[config.mk]
export PLATFORM = sky130hd
export DESIGN_NAME = conv2d_seq_engine_flat
export DESIGN_NICKNAME = d
export VERILOG_FILES = /design/src/rtl/conv2d_pkg.sv /design/src/rtl/conv2d_seq_engine_if.sv /design/src/rtl/conv2d_mac.sv /design/src/rtl/conv2d_seq_engine.sv /design/src/flat_wrapper.sv
export SDC_FILE = /design/constraint.sdc
export NUM_CORES = 2
export LEC_CHECK = 0
export ABC_AREA = 1
export BUFFER_PORTS_ARGS = -buffer_cell sky130_fd_sc_hd__buf_4
export CAP_MARGIN = 5
export CORE_AREA = 2 2 434 436
export DETAILED_ROUTE_END_ITERATION = 8
export DIE_AREA = 0 0 436 438
export GPL_TIMING_DRIVEN = 1
export PLACE_DENSITY_LB_ADDON = 0.2
export SYNTH_ARGS = -nofsm -noshare
export SYNTH_HDL_FRONTEND = slang
export SYNTH_SLANG_ARGS = --single-unit
[constraint.sdc]
create_clock -name clk -period 56.9 [get_ports clk]
set_input_delay 2.845 -clock clk [delete_from_list [all_inputs] [get_ports clk]]
set_output_delay 2.845 -clock clk [all_outputs]
set_load 0.01 [all_outputs]
[src/rtl/conv2d_pkg.sv]
// Shared types and helpers for the sequential 2-D convolution engine.
package conv2d_pkg;

    typedef enum logic [1:0] {IDLE, MAC, EMIT, DONE} state_t;

    // Widest accumulator the saturate helper accepts. Callers sign-extend into it.
    localparam int SAT_W = 64;

    function automatic int out_dim(int in_sz, int k, int s, int p);
        return (in_sz + 2 * p - k) / s + 1;
    endfunction

    // Clamp a sign-extended accumulator to the signed range of data_w bits.
    function automatic logic signed [SAT_W-1:0] saturate(logic signed [SAT_W-1:0] acc,
                                                         int data_w);
        logic signed [SAT_W-1:0] hi;
        logic signed [SAT_W-1:0] lo;
        hi = (64'sd1 <<< (data_w - 1)) - 64'sd1;
        lo = -hi - 64'sd1;
        if (acc > hi)      return hi;
        else if (acc < lo) return lo;
        else               return acc;
    endfunction

endpackage

[src/rtl/conv2d_seq_engine_if.sv]
// Start/status and result stream between the convolution engine and its neighbours.
interface conv2d_seq_engine_if #(parameter int DATA_WIDTH = 16);
    logic                  start;
    logic                  busy;
    logic                  out_valid;
    logic                  out_ready;
    logic [DATA_WIDTH-1:0] out_data;
    logic                  out_last;
    logic                  done;

    modport master (output start, out_ready,
                    input  busy, out_valid, out_data, out_last, done);
    modport slave  (input  start, out_ready,
                    output busy, out_valid, out_data, out_last, done);
endinterface

[src/rtl/conv2d_mac.sv]
// Signed accumulator: clr loads bias plus the first product, en adds a product.
module conv2d_mac #(
    parameter int DATA_WIDTH = 16,
    parameter int ACC_WIDTH  = 40
) (
    input  logic                          clk,
    input  logic                          rst,
    input  logic                          clr,
    input  logic                          en,
    input  logic signed [DATA_WIDTH-1:0]  bias,
    input  logic signed [2*DATA_WIDTH-1:0] prod,
    output logic signed [ACC_WIDTH-1:0]   acc
);
    logic signed [ACC_WIDTH-1:0] acc_d, acc_q;
    logic signed [ACC_WIDTH-1:0] bias_ext, prod_ext;

    assign bias_ext = ACC_WIDTH'(bias);
    assign prod_ext = ACC_WIDTH'(prod);

    always_comb begin
        acc_d = acc_q;
        if (clr)     acc_d = bias_ext + prod_ext;
        else if (en) acc_d = acc_q + prod_ext;
    end

    always_ff @(posedge clk or posedge rst) begin
        if (rst) acc_q <= '0;
        else     acc_q <= acc_d;
    end

    assign acc = acc_q;
endmodule

[src/rtl/conv2d_seq_engine.sv]
// One-MAC-per-cycle multi-channel 2-D convolution with bias and a valid/ready result stream.
// Optional CONV2D_SEQ_RELU_EN: apply ReLU to the clamped result.
module conv2d_seq_engine
    import conv2d_pkg::*;
#(
    parameter int IN_CHANNELS  = 2,
    parameter int OUT_CHANNELS = 1,
    parameter int IN_HEIGHT    = 4,
    parameter int IN_WIDTH     = 4,
    parameter int KERNEL_SIZE  = 2,
    parameter int STRIDE       = 2,
    parameter int PADDING      = 0,
    parameter int DATA_WIDTH   = 16,
    parameter int ACC_WIDTH    = 40
) (
    input  logic clk,
    input  logic rst,
    input  logic [IN_CHANNELS*IN_HEIGHT*IN_WIDTH*DATA_WIDTH-1:0]                  input_tensor_flat,
    input  logic [OUT_CHANNELS*IN_CHANNELS*KERNEL_SIZE*KERNEL_SIZE*DATA_WIDTH-1:0] weights_flat,
    input  logic [OUT_CHANNELS*DATA_WIDTH-1:0]                                    bias_flat,
    conv2d_seq_engine_if.slave io
);
    localparam int OUT_H = out_dim(IN_HEIGHT, KERNEL_SIZE, STRIDE, PADDING);
    localparam int OUT_W = out_dim(IN_WIDTH, KERNEL_SIZE, STRIDE, PADDING);
    localparam int IN_BITS = IN_CHANNELS * IN_HEIGHT * IN_WIDTH * DATA_WIDTH;
    localparam int W_BITS  = OUT_CHANNELS * IN_CHANNELS * KERNEL_SIZE * KERNEL_SIZE * DATA_WIDTH;
    localparam int B_BITS  = OUT_CHANNELS * DATA_WIDTH;

    state_t state_d, state_q;
    logic   go_d, go_q;
    int     oc_d, oc_q, oh_d, oh_q, ow_d, ow_q;
    int     ic_d, ic_q, kh_d, kh_q, kw_d, kw_q;
    logic [IN_BITS-1:0] in_d, in_q;
    logic [W_BITS-1:0]  w_d, w_q;
    logic [B_BITS-1:0]  b_d, b_q;

    int   ih, iw, in_idx, w_idx;
    logic in_rng, first_term, last_term, last_out;
    logic mac_clr, mac_en;
    logic signed [DATA_WIDTH-1:0]   x_op, w_op, b_op, sat;
    logic signed [2*DATA_WIDTH-1:0] prod;
    logic signed [ACC_WIDTH-1:0]    acc;

    // Current term's operand addresses; padded taps read as zero.
    always_comb begin
        ih     = oh_q * STRIDE + kh_q - PADDING;
        iw     = ow_q * STRIDE + kw_q - PADDING;
        in_rng = (ih >= 0) && (ih < IN_HEIGHT) && (iw >= 0) && (iw < IN_WIDTH);
        in_idx = in_rng ? (ic_q * IN_HEIGHT + ih) * IN_WIDTH + iw : 0;
        w_idx  = ((oc_q * IN_CHANNELS + ic_q) * KERNEL_SIZE + kh_q) * KERNEL_SIZE + kw_q;
        x_op   = in_rng ? in_q[in_idx*DATA_WIDTH +: DATA_WIDTH] : '0;
        w_op   = w_q[w_idx*DATA_WIDTH +: DATA_WIDTH];
        b_op   = b_q[oc_q*DATA_WIDTH +: DATA_WIDTH];
    end

    assign prod       = x_op * w_op;
    assign first_term = (ic_q == 0) && (kh_q == 0) && (kw_q == 0);
    assign last_term  = (ic_q == IN_CHANNELS - 1) && (kh_q == KERNEL_SIZE - 1) &&
                        (kw_q == KERNEL_SIZE - 1);
    assign last_out   = (oc_q == OUT_CHANNELS - 1) && (oh_q == OUT_H - 1) && (ow_q == OUT_W - 1);

    always_comb begin
        state_d = state_q;
        go_d    = go_q;
        oc_d = oc_q; oh_d = oh_q; ow_d = ow_q;
        ic_d = ic_q; kh_d = kh_q; kw_d = kw_q;
        in_d = in_q; w_d = w_q; b_d = b_q;
        mac_clr = 1'b0;
        mac_en  = 1'b0;
        case (state_q)
            IDLE: begin
                // Operands are latched on the accepting edge; the run starts one cycle later.
                if (go_q) begin
                    go_d    = 1'b0;
                    oc_d = 0; oh_d = 0; ow_d = 0;
                    ic_d = 0; kh_d = 0; kw_d = 0;
                    state_d = MAC;
                end else if (io.start) begin
                    go_d = 1'b1;
                    in_d = input_tensor_flat;
                    w_d  = weights_flat;
                    b_d  = bias_flat;
                end
            end
            MAC: begin
                mac_clr = first_term;
                mac_en  = !first_term;
                if (kw_q == KERNEL_SIZE - 1) begin
                    kw_d = 0;
                    if (kh_q == KERNEL_SIZE - 1) begin
                        kh_d = 0;
                        ic_d = (ic_q == IN_CHANNELS - 1) ? 0 : ic_q + 1;
                    end else begin
                        kh_d = kh_q + 1;
                    end
                end else begin
                    kw_d = kw_q + 1;
                end
                if (last_term) state_d = EMIT;
            end
            EMIT: begin
                if (io.out_ready) begin
                    if (last_out) begin
                        state_d = DONE;
                    end else begin
                        state_d = MAC;
                        if (ow_q == OUT_W - 1) begin
                            ow_d = 0;
                            if (oh_q == OUT_H - 1) begin
                                oh_d = 0;
                                oc_d = oc_q + 1;
                            end else begin
                                oh_d = oh_q + 1;
                            end
                        end else begin
                            ow_d = ow_q + 1;
                        end
                    end
                end
            end
            DONE:    state_d = IDLE;
            default: state_d = IDLE;
        endcase
    end

    always_ff @(posedge clk or posedge rst) begin
        if (rst) begin
            state_q <= IDLE;
            go_q    <= 1'b0;
            oc_q <= 0; oh_q <= 0; ow_q <= 0;
            ic_q <= 0; kh_q <= 0; kw_q <= 0;
            in_q <= '0; w_q <= '0; b_q <= '0;
        end else begin
            state_q <= state_d;
            go_q    <= go_d;
            oc_q <= oc_d; oh_q <= oh_d; ow_q <= ow_d;
            ic_q <= ic_d; kh_q <= kh_d; kw_q <= kw_d;
            in_q <= in_d; w_q <= w_d; b_q <= b_d;
        end
    end

    conv2d_mac #(.DATA_WIDTH(DATA_WIDTH), .ACC_WIDTH(ACC_WIDTH)) u_mac (
        .clk  (clk),
        .rst  (rst),
        .clr  (mac_clr),
        .en   (mac_en),
        .bias (b_op),
        .prod (prod),
        .acc  (acc)
    );

    assign sat = DATA_WIDTH'(saturate(SAT_W'(acc), DATA_WIDTH));

    always_comb begin
        io.out_data = '0;
        if (state_q == EMIT) begin
`ifdef CONV2D_SEQ_RELU_EN
            io.out_data = sat[DATA_WIDTH-1] ? '0 : sat;
`else
            io.out_data = sat;
`endif
        end
    end

    assign io.busy      = (state_q != IDLE);
    assign io.out_valid = (state_q == EMIT);
    assign io.out_last  = (state_q == EMIT) && last_out;
    assign io.done      = (state_q == DONE);
endmodule
[src/flat_wrapper.sv]
// flat-port wrapper written by rule: the top's interface ports become plain ports
module conv2d_seq_engine_flat import conv2d_pkg::*;
#(
    parameter int IN_CHANNELS  = 2,
    parameter int OUT_CHANNELS = 1,
    parameter int IN_HEIGHT    = 4,
    parameter int IN_WIDTH     = 4,
    parameter int KERNEL_SIZE  = 2,
    parameter int STRIDE       = 2,
    parameter int PADDING      = 0,
    parameter int DATA_WIDTH   = 16,
    parameter int ACC_WIDTH    = 40
)
  (clk, rst, input_tensor_flat, weights_flat, bias_flat, io_start, io_out_ready, io_busy, io_out_valid, io_out_data, io_out_last, io_done);
  conv2d_seq_engine_if #(.DATA_WIDTH(DATA_WIDTH)) io_i ();
  input  logic clk;
  input  logic rst;
  input  logic [IN_CHANNELS*IN_HEIGHT*IN_WIDTH*DATA_WIDTH-1:0] input_tensor_flat;
  input  logic [OUT_CHANNELS*IN_CHANNELS*KERNEL_SIZE*KERNEL_SIZE*DATA_WIDTH-1:0] weights_flat;
  input  logic [OUT_CHANNELS*DATA_WIDTH-1:0] bias_flat;
  input wire logic [$bits(io_i.start)-1:0] io_start;
  input wire logic [$bits(io_i.out_ready)-1:0] io_out_ready;
  output wire logic [$bits(io_i.busy)-1:0] io_busy;
  output wire logic [$bits(io_i.out_valid)-1:0] io_out_valid;
  output wire logic [$bits(io_i.out_data)-1:0] io_out_data;
  output wire logic [$bits(io_i.out_last)-1:0] io_out_last;
  output wire logic [$bits(io_i.done)-1:0] io_done;
  assign io_i.start = io_start;
  assign io_i.out_ready = io_out_ready;
  assign io_busy = io_i.busy;
  assign io_out_valid = io_i.out_valid;
  assign io_out_data = io_i.out_data;
  assign io_out_last = io_i.out_last;
  assign io_done = io_i.done;
  conv2d_seq_engine #(.IN_CHANNELS(IN_CHANNELS), .OUT_CHANNELS(OUT_CHANNELS), .IN_HEIGHT(IN_HEIGHT), .IN_WIDTH(IN_WIDTH), .KERNEL_SIZE(KERNEL_SIZE), .STRIDE(STRIDE), .PADDING(PADDING), .DATA_WIDTH(DATA_WIDTH), .ACC_WIDTH(ACC_WIDTH)) u_core (.clk(clk), .rst(rst), .input_tensor_flat(input_tensor_flat), .weights_flat(weights_flat), .bias_flat(bias_flat), .io(io_i));
endmodule
==> flow_summary.json <==
{
  "clk_latency_ps": 790,
  "worstSetupPathType": "flop to flop",
  "vias": 61800,
  "dr.pass1.iters": 8,
  "cap_violations": 0,
  "synth_ff_type": "dfrtp_1",
  "critPathTopFamily": "adder cells",
  "coreArea_um2": 187000,
  "syn_area_um2": 64700,
  "clockRootBuffer": "clkbuf_16",
  "worst_pin_slew_ps": 1360,
  "worstHoldPathType": "flop to flop",
  "end_kind": "flop",
  "grt_pass1_wl_um": 399000,
  "cts_made_buffers": 107,
  "hold_buffers": 0,
  "max_clock_freq_mhz": 65.2,
  "gp_congestion": 0.980,
  "antenna_found_initial": 47,
  "ios": 680,
  "r2r_cells": 46,
  "slowest_stage": "xor2_1",
  "ys_ff_latch": 891,
  "yosysSeqAreaShare": 0.344,
  "critPathRequiredTime_ps": 57480,
  "holdPathStages": 1,
  "drcViolationCount": 0,
  "r2r-end": "u_core.u_mac.acc[38]$_DFFE_PP0P_",
  "die_area_um2": 191000,
  "start_kind": "flop",
  "clock_sinks": 891,
  "port_buffers": 679,
  "slew_headroom": 0.0839,
  "netlist_instances": 8554,
  "postSynthAreaPerCell_um2": 7.57,
  "fill_cells": 19600,
  "cts_resized": 0,
  "cp_common_cell": "fa_1",
  "grt_max_degree": 222,
  "antenna_left": 0,
  "clkTransAtPathRegs_ps": 60,
  "hold_path_end": "u_core.oh_q[31]$_DFFE_PP0P_",
  "vias_per_cell": 5.31,
  "r2r_setup_slack_ps": 41560,
  "setup_violations": 0,
  "min_period_ps": 15340,
  "hold_start": "u_core.oh_q[31]$_DFFE_PP0P_",
  "min_period_over_period": 0.270,
  "initial_core_util": 0.347,
  "layout-drive-gt1-share": 0.134,
  "nets": 10200,
  "die_h_um": 438,
  "cts_buffer_depth": 3,
  "synth_nets": 9726,
  "rsz0062_at_grt": "false",
  "grt.total_usage": 0.278,
  "fp.dieW_um": 436,
  "synth_cell_types": 60,
  "drv_slew": 0,
  "clock_skew_ps": 80.7,
  "fin_tns_setup_ps": 0,
  "worst_path_largest_cell_delay_ps": 930,
  "syn_to_final_growth_pct": 17.4,
  "rows": 159,
  "cp.arrival_ps": 15920,
  "crit_fanout": 64,
  "path_buf_inv": 7,
  "grt.overflow.total": 0,
  "cp_num_cells": 46,
  "yosysWarnings": 0,
  "status": "complete, no violations",
  "grt_pass1_vias": 61100,
  "wl_per_cell_um": 23.2,
  "cts_setup_buffers": 0,
  "cts_tree": "done",
  "wirelength_um": 270000,
  "htreeDepth": 3,
  "synth-edff-count": 0,
  "finalHoldViolations": 0,
  "timing.rr.start": "u_core.kh_q[1]$_DFFE_PP0P_",
  "hpwl_um": 209000,
  "drtIter0Drc": 5581,
  "async_flop_share": 1.00
}
## metrics by stage
step           setup slack [ps]  utilization  hold WS (ps)  instance area, µm²  std cells
2_1_floorplan             29010            -           434               64700       8554
3_3_place_gp              41930        0.386           456               72000      11400
3_5_place_dp              41710        0.386           474               72000      11400
4_1_cts                   41640        0.407           480               75900      11600
5_1_grt                   40540        0.407           509               76000      11600
6_report                  41560        0.407           480               76000      11600
## cells in the mapped netlist (all sizes together), types with 61 or more instances
| master | n | area (µm²) |
|---|---|---|
| a21oi | 777 | 3900 |
| buf | 130 | 714 |
| clkbuf | 258 | 968 |
| dfrtp | 891 | 22300 |
| fa | 271 | 5430 |
| ha | 241 | 3020 |
| inv | 1344 | 5040 |
| mux2 | 193 | 2170 |
| nand2 | 1287 | 4840 |
| nand3 | 754 | 4080 |
| nand4 | 395 | 2480 |
| nor2 | 1154 | 4380 |
| nor3 | 148 | 778 |
| nor4 | 66 | 413 |
| o21ai | 283 | 1420 |
| xor2 | 61 | 534 |
## area by class of cell
type                    instances  area, µm²  area share
inverters                    1353       5090      0.0670
repair buffers                759       5750      0.0757
flip-flops and latches        891      22300       0.294
multi-input cells            5922      35800       0.471
diodes                         32       80.1     0.00105
well taps                    2495       3120      0.0411
clock buffers                 157       3130      0.0411
clock inverters                40        761      0.0100
## logic make-up after synthesis
| logic type | count (synthesis) | share of synthesized area |
|---|---|---|
| adders and majority gates | 512 | 0.130 |
| AOI/OAI and AO/OA | 1263 | 0.106 |
| buffers and inverters | 1741 | 0.104 |
| and+or+nand+nor | 3858 | 0.268 |
| muxes | 193 | 0.0336 |
| xor gates and xnor gates | 96 | 0.0130 |
| DFF | 891 | 0.344 |
## registers in the layout, indices dropped and copies added, names as in the netlist
register          cells
u_core.in_q         512
u_core.w_q          128
u_core.u_mac.acc     40
u_core.ic_q          32
u_core.kh_q          32
u_core.kw_q          32
u_core.oc_q          32
u_core.oh_q          32
u_core.ow_q          32
u_core.b_q           16
u_core.state_q        2
u_core.go_q           1
## layout by cell type (no fill, tap or decap), types with 16 or more instances in the layout
master and n:
nand3_2 33, o21bai_1 16, buf_4 755, o21ai_0 276
ha_1 240, bufinv_16 16, nor3_1 143, xor2_1 61
a21oi_1 775, nand3_1 707, o221ai_1 36, o21a_1 21
nand4_1 394, clkbuf_16 107, dfrtp_1 890, o211ai_1 20
nand3b_1 16, xnor2_1 35, nand2_1 1285, diode_2 32
nor4_1 65, mux2_2 193, fa_1 271, nor2_1 1138
clkbuf_1 24, inv_1 1337, a31oi_1 40, clkbuf_8 26
## worst max path at each step
| stage | from | slack (ps) | endpoint |
|---|---|---|---|
| after global routing | u_core.ow_q[0]$_DFFE_PP0P_ | 40540 | u_core.u_mac.acc[38]$_DFFE_PP0P_ |
| after global placement | u_core.kw_q[1]$_DFFE_PP0P_ | 41930 | u_core.u_mac.acc[38]$_DFFE_PP0P_ |
| after floorplan | rst | 29010 | u_core.b_q[0]$_DFFE_PP0P_ |
| final | u_core.kh_q[1]$_DFFE_PP0P_ | 41560 | u_core.u_mac.acc[38]$_DFFE_PP0P_ |
| after detailed placement | u_core.kw_q[1]$_DFFE_PP0P_ | 41710 | u_core.u_mac.acc[35]$_DFFE_PP0P_ |
| after CTS | u_core.ow_q[0]$_DFFE_PP0P_ | 41640 | u_core.u_mac.acc[38]$_DFFE_PP0P_ |
## per-layer routing
metal  vias to the layer above  wire length (µm)  global-route usage
met3                       541             17400              0.0478
li1                      29000                 -                   -
met2                      2220            125000               0.447
met5                         -               209                   0
met4                        30             21200               0.195
met1                     30000            107000               0.338
Power is left out: the tool's default activity adds up to more than one toggle a clock period on the data nets, which glitch-free logic cannot reach.
